===== src/rtl/pll_lock_supervisor_pkg.sv =====
// Shared types for the PLL lock supervisor: sequencer states and the sizing
// rule for its single shared cycle counter.
package pll_sup_pkg;

   typedef enum logic [2:0] {
      HOLD,
      WAIT_LOCK,
      STABLE,
      RUN,
      FAIL
   } sup_state_t;

   localparam int RETRY_W = 4;

   // One counter serves every timed state, so it is sized for the longest interval.
   function automatic int cnt_width(input int hold_cyc, input int timeout_cyc, input int stable_cyc);
      int m;
      m = hold_cyc;
      if (timeout_cyc > m) m = timeout_cyc;
      if (stable_cyc > m) m = stable_cyc;
      return (m < 2) ? 1 : $clog2(m);
   endfunction

endpackage


===== src/rtl/pll_lock_supervisor_sync_2ff.sv =====
// Two-flop synchronizer for a single asynchronous level signal; both flops
// clear to 0 on the asynchronous reset.
module sync_2ff (
   input  logic clk,
   input  logic rst,
   input  logic d,
   output logic q
);

   logic meta_reg;
   logic sync_reg;

   always_ff @(posedge clk or posedge rst) begin
      if (rst) begin
         meta_reg <= 1'b0;
         sync_reg <= 1'b0;
      end else begin
         meta_reg <= d;
         sync_reg <= meta_reg;
      end
   end

   assign q = sync_reg;

endmodule


===== src/rtl/pll_lock_supervisor.sv =====
// PLL reset/lock sequencer on the reference clock. Optional macro
// PLL_SUP_AUTO_RELOCK_EN: lock loss in RUN re-resets the PLL instead of only re-waiting.
module pll_lock_supervisor
   import pll_sup_pkg::*;
#(
   parameter int RST_HOLD_CYC     = 16,
   parameter int LOCK_TIMEOUT_CYC = 9000,
   parameter int LOCK_STABLE_CYC  = 256,
   parameter int MAX_RETRY        = 3
) (
   input  logic               clkin,
   input  logic               reset,
   input  logic               pll_lock,
   input  logic               restart,
   output logic               pll_reset,
   output logic               rst_out,
   output logic               locked,
   output logic               fail,
   output logic [RETRY_W-1:0] retry_cnt
);

   localparam int CNT_W = cnt_width(RST_HOLD_CYC, LOCK_TIMEOUT_CYC, LOCK_STABLE_CYC);
   localparam logic [CNT_W-1:0]   HOLD_LAST    = CNT_W'(RST_HOLD_CYC - 1);
   localparam logic [CNT_W-1:0]   TIMEOUT_LAST = CNT_W'(LOCK_TIMEOUT_CYC - 1);
   localparam logic [CNT_W-1:0]   STABLE_LAST  = CNT_W'(LOCK_STABLE_CYC - 1);
   localparam logic [CNT_W-1:0]   CNT_ONE      = CNT_W'(1);
   localparam logic [RETRY_W-1:0] RETRY_LIMIT  = RETRY_W'(MAX_RETRY);
   localparam logic [RETRY_W-1:0] RETRY_SAT    = '1;

   logic lock_s;

   sync_2ff u_lock_sync (
      .clk (clkin),
      .rst (reset),
      .d   (pll_lock),
      .q   (lock_s)
   );

   sup_state_t         state_reg, state_next;
   logic [CNT_W-1:0]   cnt_reg, cnt_next;
   logic [RETRY_W-1:0] retry_reg, retry_next, retry_inc;
   logic               pll_reset_reg, rst_out_reg, locked_reg, fail_reg;

   assign retry_inc = (retry_reg == RETRY_SAT) ? retry_reg : retry_reg + RETRY_W'(1);

   always_comb begin
      state_next = state_reg;
      cnt_next   = cnt_reg + CNT_ONE;
      retry_next = retry_reg;
      if (restart) begin
         state_next = HOLD;
         cnt_next   = '0;
         retry_next = '0;
      end else begin
         case (state_reg)
            HOLD: begin
               if (cnt_reg == HOLD_LAST) begin
                  state_next = WAIT_LOCK;
                  cnt_next   = '0;
               end
            end
            WAIT_LOCK: begin
               // Lock wins over a timeout landing on the same cycle.
               if (lock_s) begin
                  state_next = STABLE;
                  cnt_next   = '0;
               end else if (cnt_reg == TIMEOUT_LAST) begin
                  retry_next = retry_inc;
                  cnt_next   = '0;
                  state_next = (retry_inc == RETRY_LIMIT) ? FAIL : HOLD;
               end
            end
            STABLE: begin
               if (!lock_s) begin
                  state_next = WAIT_LOCK;
                  cnt_next   = '0;
               end else if (cnt_reg == STABLE_LAST) begin
                  state_next = RUN;
                  cnt_next   = '0;
               end
            end
            RUN: begin
               cnt_next = '0;
               if (!lock_s) begin
`ifdef PLL_SUP_AUTO_RELOCK_EN
                  state_next = HOLD;
`else
                  state_next = WAIT_LOCK;
`endif
               end
            end
            FAIL: begin
               cnt_next = '0;
            end
            default: begin
               state_next = HOLD;
               cnt_next   = '0;
            end
         endcase
      end
   end

   // Outputs decode the next state so they move on the same edge as the state.
   always_ff @(posedge clkin or posedge reset) begin
      if (reset) begin
         state_reg     <= HOLD;
         cnt_reg       <= '0;
         retry_reg     <= '0;
         pll_reset_reg <= 1'b1;
         rst_out_reg   <= 1'b1;
         locked_reg    <= 1'b0;
         fail_reg      <= 1'b0;
      end else begin
         state_reg     <= state_next;
         cnt_reg       <= cnt_next;
         retry_reg     <= retry_next;
         pll_reset_reg <= (state_next == HOLD) || (state_next == FAIL);
         rst_out_reg   <= (state_next != RUN);
         locked_reg    <= (state_next == RUN);
         fail_reg      <= (state_next == FAIL);
      end
   end

   assign pll_reset = pll_reset_reg;
   assign rst_out   = rst_out_reg;
   assign locked    = locked_reg;
   assign fail      = fail_reg;
   assign retry_cnt = retry_reg;

endmodule


===== config.mk =====
export PLATFORM = sky130hd
export DESIGN_NAME = pll_lock_supervisor
export DESIGN_NICKNAME = d
export VERILOG_FILES = /design/src/rtl/pll_lock_supervisor_pkg.sv /design/src/rtl/pll_lock_supervisor_sync_2ff.sv /design/src/rtl/pll_lock_supervisor.sv
export SDC_FILE = /design/constraint.sdc
export NUM_CORES = 1
export LEC_CHECK = 0
export BUFFER_PORTS_ARGS = -buffer_cell sky130_fd_sc_hd__buf_2
export CORE_ASPECT_RATIO = 1.5
export CORE_MARGIN = 2
export CORE_UTILIZATION = 50
export CTS_CLUSTER_DIAMETER = 80
export DETAILED_ROUTE_END_ITERATION = 8
export PLACE_DENSITY = 0.69
export SETUP_SLACK_MARGIN = 0.2
export SYNTH_ARGS = -nofsm -noshare
export SYNTH_HDL_FRONTEND = slang
export SYNTH_SLANG_ARGS = --single-unit

===== constraint.sdc =====
create_clock -name clkin -period 2.12 [get_ports clkin]
set_clock_uncertainty 0.15 [all_clocks]
set_input_delay 0.106 -clock clkin [delete_from_list [all_inputs] [get_ports clkin]]
set_output_delay 0.106 -clock clkin [all_outputs]
set_load 0.01 [all_outputs]

==> impl_metrics.env <==
export IMPL_status="finished, final reports clean"
export IMPL_clk_latency_ps=260
export IMPL_path_cells="or3_1 -> or4_4 -> nand4_4 -> a22oi_2"
export IMPL_rr_startpoint="cnt_reg[9]"
export IMPL_syn_area_sq_mm=0.00137
export IMPL_grt_start_max_net_pins=17
export IMPL_die_h_microns=68.2
export IMPL_core_sq_mm=0.00265
export IMPL_h_tree_depth=1
export IMPL_yosys_most_used_dff="dfrtp_1"
export IMPL_synth_top_area_frac=0.456
export IMPL_globalplace_congestion=0.856
export IMPL_via_per_inst=5.85
export IMPL_drv_slew=0
export IMPL_end_kind="register"
export IMPL_portBuffers=11
export IMPL_avgSynthCellArea_sq_um=10.2
export IMPL_synthCells=134
export IMPL_cts_tree="built"
export IMPL_synthTopCellsByArea="dfrtp_1, a21oi_1, xnor2_1"
export IMPL_yosysSeqAreaShare=0.494
export IMPL_largest_reg_flops=14
export IMPL_wl_microns=3050
export IMPL_hold_class="register to register"
export IMPL_ys_async_sr_fraction=1.00
export IMPL_finalHoldViolCount=0
export IMPL_cap_viol_max_count=0
export IMPL_cp_required_ps=2120
export IMPL_initial_core_util=0.518
export IMPL_slowest_delay_ps=610
export IMPL_rsz0062_at_grt="true"
export IMPL_period_share=0.909
export IMPL_yosysTopAreaCell="dfrtp_1"
export IMPL_io_pins=12
export IMPL_dpl_hpwl_microns=1970
export IMPL_ff2ff_path_depth=4
export IMPL_peakVddDrop_mv=0.365
export IMPL_r2r_slack_ps=190
export IMPL_die_x_microns=46.8
export IMPL_numCtsBuffers=3
export IMPL_grt_use_total=0.214
export IMPL_period_needed_ps=1930
export IMPL_grt_pass1_wl_microns=5000
export IMPL_max_freq_mhz=519
export IMPL_root_buffer="clkbuf_8"
export IMPL_final_area_sq_mm=0.00168
export IMPL_synth_edff_count=0
export IMPL_cp_start_kind="register"
export IMPL_ys_warn_count=0
export IMPL_cts_sinks=27
export IMPL_final_common_cell="dfrtp_1"
export IMPL_grt_pass1_vias=1099
export IMPL_antenna_found_initial=0
export IMPL_tns_ps=0
export IMPL_cts_buffer_depth=2
export IMPL_drtPass1Iterations=4
export IMPL_path_class="register to register"
export IMPL_antennaDiodeCount=0
export IMPL_slowest_stage="or4_4"
export IMPL_pre_cts_ws_ps=123
export IMPL_hold_path_endpoint="u_lock_sync.q"
export IMPL_mostFrequentLayoutCells="dfrtp_1, a21oi_1, buf_4, buf_2"
export IMPL_clk_pin_slew_ps=80
export IMPL_die_area_sq_mm=0.00319
export IMPL_overflow=0
export IMPL_setup_ws_ps=194
export IMPL_worstHoldStart="u_lock_sync.meta_reg"
export IMPL_setup_viol_count_final=0
export IMPL_cp_max_fo=7
export IMPL_hold_depth=0
export IMPL_ys_types=37
export IMPL_routedWlPerCell_microns=15.4
export IMPL_tightest_slew_ps=656
export IMPL_final_antenna_net_count=0
export IMPL_rows=23
export IMPL_ys_ff_latch=27
export IMPL_drt_first_iter_violations=37
export IMPL_syn_num_nets=140
export IMPL_slew_headroom=0.562
export IMPL_power_density_mw_per_mm2=514
export IMPL_vias=1159
export IMPL_drc=0
export IMPL_dpl_cell_area_sq_mm=0.00148
export IMPL_final_layout_size_suffix_gt1_frac=0.248
export IMPL_rr_endpoint="cnt_reg[13]"
export IMPL_p_leak_nw=0.710
export IMPL_fin_nets=168
export IMPL_areaGrowthSynthToFinish_pct=22.2
export IMPL_cp_data_arrival_time_ps=1920
Yosys cell counts (all sizes together) (3+ instances only):
master and instances:
dfrtp 25, a21oi 17, nand2 9, xnor2 9, nand4 7, nor2 7, nand3 5, nor4 5
or3 5, inv 4, and2 3, nor3 3, nor4b 3, o21ai 3, xor2 3
cell families (layout without fill, tap and decap cells):
logic type | count (synthesis) | after routing | synth area share
adder cells (fa/ha/maj) | 2 | 2 | 0.0182
AO/OA/AOI/OAI | 27 | 27 | 0.114
flip-flops | 27 | 27 | 0.494
XOR/XNOR | 12 | 12 | 0.0766
AND/OR/NAND/NOR | 58 | 59 | 0.269
buffers and inverters | 8 | 34 | 0.0283
power breakdown:
part           total [mW]  switching [mW]  internal [mW]  leakage [nW]
Clock               0.282           0.148          0.134        0.0228
Sequential          0.529         0.00756          0.521         0.363
Combinational      0.0505          0.0309         0.0195         0.324
Total               0.862           0.186          0.675         0.710
worst max path at each step:
stage,slack [ps],end,startpoint
after global routing,140,cnt_reg[1],cnt_reg[9]
after global placement,160,cnt_reg[13],cnt_reg[10]
final,190,cnt_reg[13],cnt_reg[9]
after floorplan,210,cnt_reg[10],cnt_reg[10]
after CTS,210,cnt_reg[13],cnt_reg[0]
after detailed placement,120,cnt_reg[1],cnt_reg[10]
layer usage:
| metal | track usage | wire length (microns) |
|---|---|---|
| met5 | 0 | 0 |
| met3 | 0.0343 | 74 |
| met2 | 0.373 | 1680 |
| met4 | 0.0833 | 57 |
| met1 | 0.254 | 1240 |
critical path, delay by kind of cell (launching register included):
family,cells,cell delay (ps)
AND/OR/NAND/NOR,3,1170
AO/OA/AOI/OAI,1,100
flip-flops,1,390
repair_timing:
action	4_1_cts	5_1_grt
hold buffers	3	0
endpoints found under the setup margin	17	20
endpoints found under the hold margin	18	0
pin swaps	0	6
gates cloned	1	1
setup buffers	5	2
resized for setup	2	12
cell type report:
| cell class | instances | area (sq um) |
|---|---|---|
| Fill cell | 219 | 971 |
| Multi-Input combinational cell | 100 | 717 |
| Sequential cell | 27 | 678 |
| Timing Repair Buffer | 26 | 175 |
| Tap cell | 37 | 46.3 |
| Clock buffer | 4 | 45.0 |
| Inverter | 4 | 15.0 |
through the flow:
step / hold slack, ps / cells / total power [mW] / utilization
after global placement: -31.2 / 182 / 0.576 / 0.559
after global routing: 225 / 198 / 0.907 / 0.633
after CTS: 214 / 195 / 0.872 / 0.612
final: 211 / 198 / 0.862 / 0.633
after detailed placement: -26.1 / 182 / 0.577 / 0.559
after floorplan: -12.6 / 134 / 0.563 / -
(Power assumes the default switching activity.)
